===== config.mk =====
export PLATFORM = sky130hd
export DESIGN_NAME = mux_arb_nx1_flat
export DESIGN_NICKNAME = d
export VERILOG_FILES = /design/src/rtl/mux_arb_nx1_if.sv /design/src/rtl/mux_arb_nx1.sv /design/src/flat_wrapper.sv
export SDC_FILE = /design/constraint.sdc
export NUM_CORES = 1
export LEC_CHECK = 0
export CORE_AREA = 2 2 131 133
export DETAILED_ROUTE_END_ITERATION = 16
export DIE_AREA = 0 0 133 135
export PLACE_DENSITY = 0.68
export SLEW_MARGIN = 25
export SYNTH_ARGS = -nofsm -noshare
export SYNTH_HDL_FRONTEND = slang
export SYNTH_SLANG_ARGS = --single-unit
export TNS_END_PERCENT = 5

===== constraint.sdc =====
create_clock -name clk -period 6.2 [get_ports clk]
set_clock_uncertainty 0.1 [all_clocks]
set_input_delay 1.24 -clock clk [delete_from_list [all_inputs] [get_ports clk]]
set_output_delay 1.24 -clock clk [all_outputs]
set_load 0.03 [all_outputs]

===== src/rtl/mux_arb_nx1_if.sv =====
// Handshake bundle between N_CH producers, the selector/arbiter, and one consumer.
//   mode      : 0 = fixed select via sel, 1 = round-robin
//   sel       : channel index used in fixed mode
//   in_data   : packed channel data, channel i at [i*WIDTH +: WIDTH]
//   in_valid  : per-channel valid
//   in_ready  : per-channel ready
//   out_data  : selected data
//   out_valid : output valid
//   out_ready : consumer ready
//   out_sel   : index of the channel whose data is in out_data
// The slave modport is the mux side; the master modport is the environment side.
interface mux_arb_nx1_if #(
  parameter int unsigned N_CH  = 4,
  parameter int unsigned WIDTH = 64
);
  localparam int unsigned SEL_W = $clog2(N_CH);

  logic                  mode;
  logic [SEL_W-1:0]      sel;
  logic [N_CH*WIDTH-1:0] in_data;
  logic [N_CH-1:0]       in_valid;
  logic [N_CH-1:0]       in_ready;
  logic [WIDTH-1:0]      out_data;
  logic                  out_valid;
  logic                  out_ready;
  logic [SEL_W-1:0]      out_sel;

  modport slave (
    input  mode, sel, in_data, in_valid, out_ready,
    output in_ready, out_data, out_valid, out_sel
  );

  modport master (
    output mode, sel, in_data, in_valid, out_ready,
    input  in_ready, out_data, out_valid, out_sel
  );
endinterface


===== src/rtl/mux_arb_nx1.sv =====
// Registered N-channel multiplexer/arbiter with valid/ready on every input and the output.
// Fixed mode forwards the channel named by sel; round-robin mode grants the first valid
// channel after the last granted one. One output register gives 1-cycle latency and full
// throughput (a drain and a load may happen on the same edge).
// Ports:
//   clk   : clock, rising edge
//   rst_n : asynchronous active-low reset
//   bus   : mux_arb_nx1_if slave modport (mode/sel, input channels, output channel)
// N_CH and WIDTH must match the parameters of the connected interface.
module mux_arb_nx1 #(
  parameter int unsigned N_CH  = 4,
  parameter int unsigned WIDTH = 64
) (
  input logic          clk,
  input logic          rst_n,
  mux_arb_nx1_if.slave bus
);
  localparam int unsigned SEL_W = $clog2(N_CH);

  logic [WIDTH-1:0] out_data_q;
  logic             out_valid_q;
  logic [SEL_W-1:0] out_sel_q;
  logic [SEL_W-1:0] last_grant_q;

  logic             load_en;
  logic             grant_any;
  logic [SEL_W-1:0] grant_idx;
  logic [N_CH-1:0]  grant;

  assign load_en = !out_valid_q || bus.out_ready;

  // Grant search. Round-robin walks forward from last_grant+1, wrapping at N_CH.
  always_comb begin
    grant_any = 1'b0;
    grant_idx = '0;
    if (!bus.mode) begin
      if ((32'(bus.sel) < N_CH) && bus.in_valid[bus.sel]) begin
        grant_any = 1'b1;
        grant_idx = bus.sel;
      end
    end else begin
      for (int unsigned k = 1; k <= N_CH; k++) begin
        if (!grant_any && bus.in_valid[(32'(last_grant_q) + k) % N_CH]) begin
          grant_any = 1'b1;
          grant_idx = SEL_W'((32'(last_grant_q) + k) % N_CH);
        end
      end
    end
  end

  assign grant        = grant_any ? (N_CH'(1) << grant_idx) : '0;
  // Held low during reset so no producer believes a word was accepted.
  assign bus.in_ready = (rst_n && load_en) ? grant : '0;

  always_ff @(posedge clk or negedge rst_n) begin
    if (!rst_n) begin
      out_data_q   <= '0;
      out_valid_q  <= 1'b0;
      out_sel_q    <= '0;
      last_grant_q <= SEL_W'(N_CH - 1);
    end else if (load_en) begin
      if (grant_any) begin
        out_data_q   <= bus.in_data[32'(grant_idx) * WIDTH +: WIDTH];
        out_sel_q    <= grant_idx;
        out_valid_q  <= 1'b1;
        last_grant_q <= grant_idx;
      end else begin
        // Drained (or idle) with nothing new: data and sel keep their last values.
        out_valid_q <= 1'b0;
      end
    end
  end

  assign bus.out_data  = out_data_q;
  assign bus.out_valid = out_valid_q;
  assign bus.out_sel   = out_sel_q;
endmodule


===== src/flat_wrapper.sv =====
// flat-port wrapper written by rule: the top's interface ports become plain ports
module mux_arb_nx1_flat 
#(
  parameter int unsigned N_CH  = 4,
  parameter int unsigned WIDTH = 64
)
  (clk, rst_n, bus_mode, bus_sel, bus_in_data, bus_in_valid, bus_out_ready, bus_in_ready, bus_out_data, bus_out_valid, bus_out_sel);
  mux_arb_nx1_if #(.N_CH(N_CH), .WIDTH(WIDTH)) bus_i ();
  input logic clk;
  input logic rst_n;
  input wire logic [$bits(bus_i.mode)-1:0] bus_mode;
  input wire logic [$bits(bus_i.sel)-1:0] bus_sel;
  input wire logic [$bits(bus_i.in_data)-1:0] bus_in_data;
  input wire logic [$bits(bus_i.in_valid)-1:0] bus_in_valid;
  input wire logic [$bits(bus_i.out_ready)-1:0] bus_out_ready;
  output wire logic [$bits(bus_i.in_ready)-1:0] bus_in_ready;
  output wire logic [$bits(bus_i.out_data)-1:0] bus_out_data;
  output wire logic [$bits(bus_i.out_valid)-1:0] bus_out_valid;
  output wire logic [$bits(bus_i.out_sel)-1:0] bus_out_sel;
  assign bus_i.mode = bus_mode;
  assign bus_i.sel = bus_sel;
  assign bus_i.in_data = bus_in_data;
  assign bus_i.in_valid = bus_in_valid;
  assign bus_i.out_ready = bus_out_ready;
  assign bus_in_ready = bus_i.in_ready;
  assign bus_out_data = bus_i.out_data;
  assign bus_out_valid = bus_i.out_valid;
  assign bus_out_sel = bus_i.out_sel;
  mux_arb_nx1 #(.N_CH(N_CH), .WIDTH(WIDTH)) u_core (.clk(clk), .rst_n(rst_n), .bus(bus_i));
endmodule

# Yosys cells after proc, flatten, opt, wreduce, memory -nomap -nowiden
# Index checks and enable logic that the tools add are counted.
op_classes:
  addsub: 4
  n_shift: 2
  n_reduce_logical: 10
  n_mux: 28
  magnitude_cmp: 5
op_table:
  columns: ["cell", "count"]
  rows:
  - ["variable part select 256 x 9 -> 64 bit", 1]
  - ["less-than comparator 2 x 3 -> 1 bit, second input constant", 5]
  - ["2-to-1 mux 1 bit", 15]
  - ["2-to-1 mux 2 bit", 6]
  - ["binary-select mux 1 bit (select 2 bit)", 5]
  - ["2-to-1 mux 4 bit", 2]
  - ["adder 2 x 1 -> 2 bit, second input constant", 2]
  - ["adder 2 bit, second input constant", 2]
  - ["logical AND 1 bit", 4]
  - ["zero test 1 bit", 4]
  - ["<< shifter 1 x 2 -> 4 bit, first input constant", 1]
  - ["AND reduction 2 bit", 1]
  - ["logical OR 1 bit", 1]
word_totals:
  out_inout_bits: 71
  input_bits: 266
  wordCells: 53
  ff_bits: 69

# Logic depth before layout (Yosys ltp)
# Gate-level depths: netlist (run 1).
depth:
  word_depth: 20
  depth_mapped: 10
  ltp_nobuf: 6

# Least setup slack after synthesis (run 1)
# No wires, ideal clock.
synth_timing:
  path_kind: "input to output"
  start: "input port bus_in_valid[3]"
  end: "output port bus_in_ready[0]"
  arrival_ns: 2.809
  path_slack_ns: 2.051
  path_stages: 10
  cell_sequence: "buf_2 mux2i_1 a32oi_1 nor4b_2 nor3_2 buf_6 buf_12 buf_8 inv_2 nor2_1"
synth_between:
  elab_chain_len: 19
  word_cells_on_any_way: 34
synth_rtl:
  columns: ["item", "line_no", "text"]
  rows:
  - ["from (decl)", "flat_wrapper.sv:14", "input wire logic [$bits(bus_i.in_valid)-1:0] bus_in_valid;"]
  - ["binary-select mux 1 bit (select 2 bit)", "mux_arb_nx1.sv:43", "if (!grant_any && bus.in_valid[(32'(last_grant_q) + k) % N_CH]) begin"]
  - ["2-to-1 mux 1 bit (not written as such)", "mux_arb_nx1.sv:43", null]
  - ["2-to-1 mux 1 bit", "mux_arb_nx1.sv:43", null]
  - ["2-to-1 mux 1 bit", "mux_arb_nx1.sv:36", "if (!bus.mode) begin"]
  - ["zero test 1 bit", "mux_arb_nx1.sv:43", null]
  - ["logical AND 1 bit", "mux_arb_nx1.sv:43", null]
  - ["2-to-1 mux 1 bit", "mux_arb_nx1.sv:43", null]
  - ["2-to-1 mux 1 bit", "mux_arb_nx1.sv:36", null]
  - ["[3 not listed]", null, null]
  - ["2-to-1 mux 1 bit", "mux_arb_nx1.sv:36", null]
  - ["zero test 1 bit", "mux_arb_nx1.sv:43", null]
  - ["logical AND 1 bit", "mux_arb_nx1.sv:43", null]
  - ["2-to-1 mux 2 bit", "mux_arb_nx1.sv:43", null]
  - ["2-to-1 mux 2 bit", "mux_arb_nx1.sv:36", null]
  - ["<< shifter 1 x 2 -> 4 bit", "mux_arb_nx1.sv:51", "assign grant = grant_any ? (N_CH'(1) << grant_idx) : '0;"]
  - ["2-to-1 mux 4 bit *", "mux_arb_nx1.sv:51", null]
  - ["2-to-1 mux 4 bit *", "mux_arb_nx1.sv:53", "assign bus.in_ready = (rst_n && load_en) ? grant : '0;"]
  - ["to (decl)", "flat_wrapper.sv:16", "output wire logic [$bits(bus_i.in_ready)-1:0] bus_in_ready;"]
# Mark *: on every way between the ends. The rest lies on a longest branch, timed or not. The select of a mux whose other input is x is not followed.

# Final worst setup path (run 1)
layout_timing:
  start: "input port bus_mode"
  end: "output port bus_in_ready[2]"
layout_between:
  elab_chain_len: 4
  word_cells_on_any_way: 5
layout_rtl:
  columns: ["item", "line_no", "text"]
  rows:
  - ["from (decl)", "flat_wrapper.sv:11", "input wire logic [$bits(bus_i.mode)-1:0] bus_mode;"]
  - ["2-to-1 mux 2 bit", "mux_arb_nx1.sv:36", null]
  - ["<< shifter 1 x 2 -> 4 bit", "mux_arb_nx1.sv:51", null]
  - ["2-to-1 mux 4 bit *", "mux_arb_nx1.sv:51", null]
  - ["2-to-1 mux 4 bit *", "mux_arb_nx1.sv:53", null]
# Mark *: on every way between the ends. The rest lies on a longest branch, timed or not.

==> metrics.md, run 1 <==
| Metric | Value |
|---|---|
| Initial antenna violation count | 0 |
| Detailed Place HPWL | 13000 um |
| Wire per inst | 17.4 um |
| Number of flops mapped to enable cells by yosys | 0 |
| Most frequent cell after synthesis | mux2i_1 |
| CTS sink cnt | 69 |
| Met2 WL post-DR | 8730 um |
| Psw | 868 uW |
| Routed wire length | 16600 um |
| Mapped Area | 0.00449 mm2 |
| Leak | 3.74 nW |
| Post-synth top flop | dfrtp_1 |
| Routability cong. | 0.848 |
| Via count | 4592 |
| Die ar. | 0.0180 mm2 |
| Clock Latency Late Sink | 330 ps |
| Placed Area | 0.00785 mm2 |
| Top cell type's share of synthesized area | 0.373 |
| Die Width | 133 um |
| Post-route cell area | 0.00820 mm2 |
| Port bufs | 336 |
| CTS clk-pin slew, worst paths | 50 ps |
| Syn Nets | 685 |
| CTS Buffer Depth | 2 |
| Tmin final | 5300 ps |
| Sequential share of the synthesized area | 0.385 |
| Antenna diode count | 0 |
| Setup crit end kind | output pin |
| RSZ-0062 raised after global routing | no |
| Maximum VDD drop | 0.141 mV |
| Max layer used | met4 |
| Crit path kind | input pin to output pin |
| Slowest CP cell | clkdlybuf4s50_1 |
| TNS Setup | 0 ps |
| Register bit count reported by yosys | 69 |
| Syn-to-layout area delta | 82.5% |
| Async SR Flop Fraction | 1.00 |
| Mapped Cells | 419 |
| Worst min path class | flop to flop |
| Nets | 998 |
| TritonCTS clock tree | yes |
| Row count | 47 |
| Logic pwr share | 0.482 |
| Critical path's most frequent cell | clkdlybuf4s50_1 |
| Final non-filler cell total | 957 |
| Status | finished clean |
| Required @ worst endpoint | 4860 ps |
| WL met1 | 6170 um |
| Slew Viols, Final | 0 |
| Post-CTS Setup Repair Bufs | 0 |
| Hold Buf Count CTS | 0 |
| PD cells | 292 mW/mm2 |
| # fillers | 1434 |
| Clock power frac | 0.243 |
| Largest net degree at the start of global routing | 131 |
| Placed insts | 941 |
| CTS Root Cell | clkbuf_16 |
| Worst EP arrival | 3960 ps |
| Critical Path Source Type | input pin |
| Placeable Area | 0.0164 mm2 |
| MaxCap Viol Count | 0 |
| Flop pwr share | 0.275 |
| Final setup viols | 0 |
| Most area-hungry cell type in the Yosys netlist | dfrtp_1 |
| Most instantiated cells after synthesis | 134 x mux2i_1, 71 x nand2_1, 67 x dfrtp_1, 65 x o221ai_1, 17 x clkbuf_1 |
| Inserted Clock Buffers | 9 |
| Switching Share | 0.362 |
| Cell Int Power | 1.53 mW |
| Final hold violations | 0 |
| DIE HEIGHT | 135 um |
| Yosys cell types | 32 |
| Slew headroom | 0.275 |
| Crit-path max cell delay | 680 ps |
| Drt first pass iters | 4 |
| CP max FO | 7 |
| Routed Antenna Nets | 0 |
| Layout cells sized above 1 | 0.0407 |
| Max Clk Rate | 189 MHz |
| Vias in the first global route | 4860 |
| Detailed router's first-iteration violation count | 180 |
| Worst slew pin tran | 1090 ps |
| Worst path cell trace | clkdlybuf4s50_1, nand2b_1, nor4_1, a21oi_1, nor2b_1, nand3b_1, nor2_1, clkdlybuf4s50_1 |
| Initial core utilization | 0.274 |
| Top cells by area, synth | dfrtp_1 37%, mux2i_1 30%, o221ai_1 13% |
| Hold Slack | 381 ps |
| GR Overflow Total | 0 |
| Total track usage | 0.181 |
| Yosys warns | 0 |
| DRC Markers | 0 |
| Syn_area_per_cell | 10.7 um2 |
| Cts repair resizes | 0 |
| Final period utilization | 0.855 |
| Met3 wire len | 1430 um |
| Global-route wire length before repair | 25500 um |
| Via/cell ratio | 4.80 |
| # IOs | 337 |
| CTS H-tree depth | 3 |
-- final cells by class --
type | count | area, um2 | area share
timing repair buffer | 340 | 3400 | 0.415
tap | 220 | 275 | 0.0336
sequential | 69 | 1730 | 0.211
clock buffer | 13 | 280 | 0.0342
clock inverter | 3 | 65.1 | 0.00794
inverter | 5 | 18.8 | 0.00229
multi-input combinational | 307 | 2430 | 0.296
-- layer usage --
metal | vias up | GRT usage
met5 | - | 0
met4 | 0 | 0.0609
met3 | 23 | 0.0499
met2 | 220 | 0.337
met1 | 2131 | 0.198
li1 | 2218 | -
-- cell usage in the layout, fill, tap and decap left out, types with 3 or more instances in the layout --
cell	netlist	routed
a21oi_1	5	5
nand2_1	71	69
clkdlybuf4s50_1	0	335
nor2_1	11	11
o221ai_1	65	65
buf_4	0	4
clkbuf_8	0	4
dfrtp_1	67	67
inv_1	4	4
clkbuf_16	0	9
mux2i_1	134	134
o21ai_0	3	3
-- final timing paths --
check	startpoint	to	cells after the start	slack, ps
hold / removal	u_core.bus.out_data[58]	u_core.bus.out_data[58]	2	380
setup / recovery	bus_mode	bus_in_ready[2]	8	900
min in group asynchronous	rst_n	u_core.bus.out_sel[1]	2	1060
setup reg to reg	u_core.last_grant_q[1]	u_core.bus.out_data[31]	7	3200
hold reg to reg	u_core.bus.out_data[58]	u_core.bus.out_data[58]	2	380
max in group asynchronous	rst_n	u_core.bus.out_data[40]	2	4370
-- critical path: cells and delay by family --
family	cells	cell delay, ps
buffers and inverters	2	1270
AOI/OAI and AO/OA	1	470
and+or+nand+nor	5	990
-- cell families after synthesis --
kind of cell,after synthesis,synth area share
AND/OR/NAND/NOR,93,0.0872
multiplexers,134,0.299
AO/OA/AOI/OAI,80,0.148
flip-flops,69,0.385
buffers and inverters,43,0.0810
-- state kept, by name (all words and copies together), names as in the netlist --
signal                count
u_core.last_grant_q       2
u_core.bus.out_valid      1
u_core.bus.out_sel        2
u_core.bus.out_data      64
-- through the flow --
step	util	worst slack [ps]	power [mW]
floorplan	-	2050	1.33
global placement	0.478	1120	1.81
detailed placement	0.479	984	1.83
CTS	0.500	953	2.42
global route	0.500	696	2.51
finish	0.500	902	2.40
-- power by group through the flow --
stage / registers [mW] / logic [mW] / clock network (mW)
2_1_floorplan: 0.902 / 0.426 / 0
3_3_place_gp: 0.658 / 1.15 / 0
3_5_place_dp: 0.664 / 1.16 / 0
4_1_cts: 0.659 / 1.16 / 0.600
5_1_grt: 0.674 / 1.22 / 0.619
6_report: 0.659 / 1.15 / 0.582
Note: power is estimated with default switching activity, not from simulation.
==> run 2: changes to the inputs <==
--- a/config.mk
+++ b/config.mk
@@ -5,10 +5,11 @@
 export SDC_FILE = /design/constraint.sdc
 export NUM_CORES = 1
 export LEC_CHECK = 0
-export CORE_AREA = 2 2 131 133
+export CORE_AREA = 2 2 130 132
+export CTS_BUF_LIST = sky130_fd_sc_hd__clkbuf_8
 export DETAILED_ROUTE_END_ITERATION = 16
-export DIE_AREA = 0 0 133 135
-export PLACE_DENSITY = 0.68
+export DIE_AREA = 0 0 132 134
+export PLACE_DENSITY = 0.69
 export SLEW_MARGIN = 25
 export SYNTH_ARGS = -nofsm -noshare
 export SYNTH_HDL_FRONTEND = slang
==> run 2 against run 1 <==
Effect of this change: sequential power is 0.6% lower; via count unchanged; non-clock buffer count is 2 higher; sequential share of layout area is 0.35 points higher; maximum frequency grew 1.7%; worst setup slack gained 87 ps; global-route usage is 0.20 points higher; die area shrank 1.5%; core utilization down 0.46 points; routed wire length shrank 1.8%; largest cell class unchanged.
==> metrics.md, run 2 (same netlist as run 1, synthesis figures left out) <==
| Metric | Value |
|---|---|
| Status | finished clean |
| Hold Buf Count CTS | 0 |
| Cell Int Power | 1.34 mW |
| Reg2Reg Setup Slack | 2900 ps |
| Logic pwr share | 0.524 |
| Antenna diode count | 0 |
| DIE HEIGHT | 134 um |
| R2r worst-path depth | 7 |
| Total track usage | 0.183 |
| Routed wire length | 16300 um |
| Hold path depth | 2 |
| Post-place setup slack | 1010 ps |
| Buffers and inverters on the worst path | 2 |
| Crit path max-delay family | buffers and inverters |
| Flop pwr share | 0.299 |
| Drt first pass iters | 4 |
| CTS sink cnt | 69 |
| Worst path cell trace | clkdlybuf4s50_1, nand2b_1, nor4_1, a21oi_1, nor2b_1, nand3_1, nor2_1, clkdlybuf4s50_1 |
| Die Width | 132 um |
| Detailed Place HPWL | 13000 um |
| Global-route wire length before repair | 25700 um |
| CP max FO | 7 |
| Maximum VDD drop | 0.126 mV |
| Setup crit end kind | output pin |
| Port bufs | 336 |
| Die ar. | 0.0177 mm2 |
| Final hold violations | 0 |
| Inserted Clock Buffers | 9 |
| PD cells | 272 mW/mm2 |
| Worst reg2reg endpoint | u_core.bus.out_data[57] |
| Area taken by flip-flops and latches | 0.00173 mm2 |
| FF-to-FF Start | u_core.last_grant_q[1] |
| Worst Setup Slack, final | 989 ps |
| Wire per inst | 17.0 um |
| DRC Markers | 0 |
| Routability cong. | 0.848 |
| Area of the multi-input gates | 0.00242 mm2 |
| Detailed router's first-iteration violation count | 171 |
| Initial core utilization | 0.276 |
| # IOs | 337 |
| Required @ worst endpoint | 4860 ps |
| Leak | 3.68 nW |
| Slew headroom | 0.399 |
| Worst EP arrival | 3870 ps |
| CTS H-tree depth | 3 |
| Cts repair resizes | 0 |
| Post-CTS Setup Repair Bufs | 0 |
| Commonest non-fill, non-tap cell in the layout | clkdlybuf4s50_1 |
| Psw | 846 uW |
| CTS Root Cell | clkbuf_8 |
| Nets | 1000 |
| Vias in the first global route | 4913 |
| Largest net degree at the start of global routing | 67 |
| Flip-flop count of the largest register after layout | 64 |
| CTS Buffer Depth | 2 |
| Layout cells sized above 1 | 0.0433 |
| Via/cell ratio | 4.79 |
| Worst min path class | flop to flop |
| Tmin final | 5210 ps |
| Slowest CP cell | clkdlybuf4s50_1 |
| TNS Setup | 0 ps |
| WHS Endpoint | u_core.bus.out_data[3] |
| Post-route cell area | 0.00807 mm2 |
| MaxCap Viol Count | 0 |
| Via count | 4592 |
| Syn-to-layout area delta | 79.5% |
| Final setup viols | 0 |
| Slew Viols, Final | 0 |
| CTS clk-pin slew, worst paths | 70 ps |
| Placeable Area | 0.0163 mm2 |
| Total power | 2.19 mW |
| Worst slew pin tran | 901 ps |
| # fillers | 1485 |
| Placed Area | 0.00785 mm2 |
| Final period utilization | 0.840 |
| Critical Path Source Type | input pin |
| Clock power frac | 0.177 |
| Hold path startpoint | u_core.bus.out_data[3] |
| Crit path kind | input pin to output pin |
| Most frequent cells in the layout | 335 x clkdlybuf4s50_1, 134 x mux2i_1, 69 x nand2_1, 67 x dfrtp_1, 65 x o221ai_1 |
| Row count | 47 |
| GR Overflow Total | 0 |
| Clock Latency Late Sink | 350 ps |
| Crit-path max cell delay | 670 ps |
| Initial antenna violation count | 0 |
| RSZ-0062 raised after global routing | no |
| Routed Antenna Nets | 0 |
| Switching Share | 0.386 |
| Critical path's most frequent cell | clkdlybuf4s50_1 |
| Max Clk Rate | 192 MHz |
| TritonCTS clock tree | yes |
==> run 2: how the worst max path moves through the flow <==
| stage | end | startpoint | slack, ps | depth (start not counted) |
|---|---|---|---|---|
| 2_1_floorplan | bus_in_ready[0] | bus_in_valid[3] | 2050 | 10 |
| 3_3_place_gp | bus_in_ready[3] | bus_mode | 1100 | 8 |
| 3_5_place_dp | bus_in_ready[1] | bus_mode | 1010 | 8 |
| 4_1_cts | bus_in_ready[1] | bus_mode | 980 | 8 |
| 5_1_grt | bus_in_ready[0] | bus_mode | 820 | 8 |
| 6_report | bus_in_ready[1] | bus_mode | 990 | 8 |
==> run 2: cell type report <==
type                    instances  area share
well taps                     220      0.0341
inverters                       5     0.00233
clock inverters                 4     0.00558
flip-flops and latches         69       0.214
clock buffers                  12      0.0205
repair buffers                342       0.423
multi-input cells             307       0.300
==> run 2: metrics by stage <==
stage           util  instances  hold WS (ps)
2_1_floorplan      -        419           384
3_3_place_gp   0.482        943           362
3_5_place_dp   0.482        943           369
4_1_cts        0.495        959           387
5_1_grt        0.495        959           399
6_report       0.495        959           382
==> run 2: routing by layer <==
metal | wire length (um) | vias up | global-route usage | share of wire
met5 | 0 | - | 0 | 0
met4 | 426 | 0 | 0.0707 | 0.026
met3 | 1480 | 32 | 0.0650 | 0.091
met2 | 8330 | 231 | 0.324 | 0.51
met1 | 6090 | 2115 | 0.201 | 0.37
li1 | - | 2214 | - | -
==> run 2: tightest hold or removal path: stages, from the launching register on <==
cell and delay [ps]:
dfrtp_1 340, nand2_1 50, o221ai_1 60
==> run 2: power by group through the flow <==
stage | logic (mW) | clock network, mW | registers (mW)
finish | 1.15 | 0.388 | 0.655
CTS | 1.16 | 0.405 | 0.654
global placement | 1.15 | 0 | 0.655
floorplan | 0.426 | 0 | 0.902
global route | 1.22 | 0.423 | 0.672
detailed placement | 1.16 | 0 | 0.660
==> run 3: changes to the inputs <==
--- a/config.mk
+++ b/config.mk
@@ -5,11 +5,11 @@
 export SDC_FILE = /design/constraint.sdc
 export NUM_CORES = 1
 export LEC_CHECK = 0
-export CORE_AREA = 2 2 130 132
+export CORE_AREA = 2 2 129 131
 export CTS_BUF_LIST = sky130_fd_sc_hd__clkbuf_8
 export DETAILED_ROUTE_END_ITERATION = 16
-export DIE_AREA = 0 0 132 134
-export PLACE_DENSITY = 0.69
+export DIE_AREA = 0 0 131 133
+export PLACE_DENSITY = 0.72
 export SLEW_MARGIN = 25
 export SYNTH_ARGS = -nofsm -noshare
 export SYNTH_HDL_FRONTEND = slang
==> constraint.sdc (replaced) <==
create_clock -name clk -period 4.4 [get_ports clk]
set_clock_uncertainty 0.1 [all_clocks]
set_input_delay 0.88 -clock clk [delete_from_list [all_inputs] [get_ports clk]]
set_output_delay 0.88 -clock clk [all_outputs]
set_load 0.03 [all_outputs]
==> run 3 against run 2 <==
Effect of this change: core utilization increased by 0.68 points; clock power up 39%; routed wire length is 0.84% lower; register-to-register slack lost 1500 ps; combinational power up 42%; critical path depth stayed put; flip-flop and latch count is the same; cell area is 0.64% higher; sequential share of layout area decreased by 0.14 points; cell count up 0.31%; power rose by 41%; critical path type unchanged.
==> metrics.md, run 3 (same netlist as run 1, synthesis figures left out) <==
| Metric | Value |
|---|---|
| Hold path depth | 2 |
| Port bufs | 336 |
| DRC Markers | 0 |
| CTS sink cnt | 69 |
| Setup crit end kind | output pin |
| Final hold violations | 0 |
| Slew Viols, Final | 0 |
| Commonest non-fill, non-tap cell in the layout | clkdlybuf4s50_1 |
| Hold Buf Count CTS | 0 |
| Crit path kind | input pin to output pin |
| GR Overflow Total | 0 |
| CP max FO | 10 |
| Flip-flop count of the largest register after layout | 64 |
| Cell Int Power | 1.91 mW |
| Met2 WL post-DR | 8530 um |
| Slew headroom | 0.334 |
| Psw | 1.19 mW |
| Largest net degree at the start of global routing | 70 |
| Final period utilization | 0.949 |
| Routed Antenna Nets | 0 |
| Required @ worst endpoint | 3420 ps |
| Wire per inst | 16.8 um |
| CTS H-tree depth | 3 |
| Syn-to-layout area delta | 80.6% |
| Routed wire length | 16200 um |
| WL met1 | 5720 um |
| CTS Root Cell | clkbuf_8 |
| # IOs | 337 |
| Via count | 4631 |
| Vias in the first global route | 4938 |
| Nets | 1003 |
| Crit-path max cell delay | 680 ps |
| Detailed Place HPWL | 13000 um |
| Status | finished clean |
| Global-route wire length before repair | 24700 um |
| R2r worst-path depth | 7 |
| MaxCap Viol Count | 0 |
| Inserted Clock Buffers | 9 |
| Initial antenna violation count | 0 |
| DIE HEIGHT | 133 um |
| TritonCTS clock tree | yes |
| Drt first pass iters | 6 |
| Cts repair resizes | 0 |
| Total stage count of the critical path | 8 |
| Max layer used | met4 |
| Leak | 3.71 nW |
| Clock Latency Late Sink | 350 ps |
| TNS Setup | 0 ps |
| Via/cell ratio | 4.81 |
| Tmin final | 4180 ps |
| Slowest CP cell | clkdlybuf4s50_1 |
| Worst min path class | flop to flop |
| WHS Endpoint | u_core.bus.out_sel[0] |
| Initial core utilization | 0.278 |
| Flop pwr share | 0.298 |
| Reg2Reg Setup Slack | 1450 ps |
| Die ar. | 0.0174 mm2 |
| Detailed router's first-iteration violation count | 187 |
| Switching Share | 0.385 |
| Worst EP arrival | 3200 ps |
| Die Width | 131 um |
| Clock power frac | 0.175 |
| Final setup viols | 0 |
| Worst slew pin tran | 999 ps |
| Met3 wire len | 1470 um |
| Worst path cell trace | clkdlybuf4s50_1, mux2i_1, mux2i_1, nor2_1, nor2b_1, nand3b_1, nor2_1, clkdlybuf4s50_1 |
| RSZ-0062 raised after global routing | no |
| Critical Path Source Type | input pin |
| Worst reg2reg endpoint | u_core.bus.out_data[60] |
| Layout cells sized above 1 | 0.0499 |
| Total power | 3.10 mW |
| Antenna diode count | 0 |
| Row count | 47 |
| Logic pwr share | 0.527 |
| Crit path max-delay family | buffers and inverters |
| Routability cong. | 0.900 |
| CTS Buffer Depth | 2 |
| Buffers and inverters on the worst path | 2 |
| FF-to-FF Start | u_core.last_grant_q[1] |
| Max Clk Rate | 239 MHz |
| PD cells | 382 mW/mm2 |
| Most frequent cells in the layout | 333 x clkdlybuf4s50_1, 134 x mux2i_1, 69 x nand2_1, 67 x dfrtp_1, 65 x o221ai_1 |
| Total track usage | 0.183 |
| Placeable Area | 0.0162 mm2 |
| Post-CTS Setup Repair Bufs | 0 |
| Hold path startpoint | u_core.bus.out_sel[0] |
| Maximum VDD drop | 0.152 mV |
| CTS clk-pin slew, worst paths | 70 ps |
==> run 3: layer usage <==
layer  global-route usage  vias up
met3               0.0457       38
li1                     -     2223
met1                0.192     2138
met4               0.0792        0
met5                    0        -
met2                0.339      232
==> run 3: power groups by stage <==
| stage | Sequential, mW | Clock (mW) | Combinational (mW) |
|---|---|---|---|
| floorplan | 1.27 | 0 | 0.601 |
| global placement | 0.923 | 0 | 1.62 |
| detailed placement | 0.933 | 0 | 1.65 |
| CTS | 0.924 | 0.562 | 1.65 |
| global route | 0.949 | 0.590 | 1.73 |
| finish | 0.924 | 0.541 | 1.63 |
==> run 3: worst max path at each step <==
stage	startpoint	to	slack [ps]
2_1_floorplan	bus_in_valid[3]	bus_in_ready[0]	970
3_3_place_gp	bus_in_valid[3]	bus_in_ready[3]	360
6_report	bus_in_valid[3]	bus_in_ready[2]	220
3_5_place_dp	bus_in_valid[3]	bus_in_ready[3]	270
5_1_grt	bus_in_valid[3]	bus_in_ready[3]	90
4_1_cts	bus_in_valid[3]	bus_in_ready[3]	250
==> run 3: final cells by class <==
class	instances	area (um2)
repair buffers	345	3460
multi-input cells	307	2420
well taps	220	275
flip-flops and latches	69	1730
fillers	1463	8060
inverters	5	18.8
clock inverters	4	45.0
clock buffers	12	165
==> run 3: worst min-delay path: stages, from the launching register on <==
cell	delay, ps
dfrtp_1	340
nand2_1	50
nand2_1	50
==> run 3: stage by stage <==
step / setup slack [ps] / instance area (um2) / util / std cells / hold slack [ps]
global placement: 359 / 7910 / 0.489 / 946 / 363
detailed placement: 267 / 7910 / 0.489 / 946 / 367
finish: 223 / 8120 / 0.502 / 962 / 377
floorplan: 971 / 4490 / - / 419 / 384
global route: 93.4 / 8120 / 0.502 / 962 / 407
CTS: 247 / 8120 / 0.502 / 962 / 384
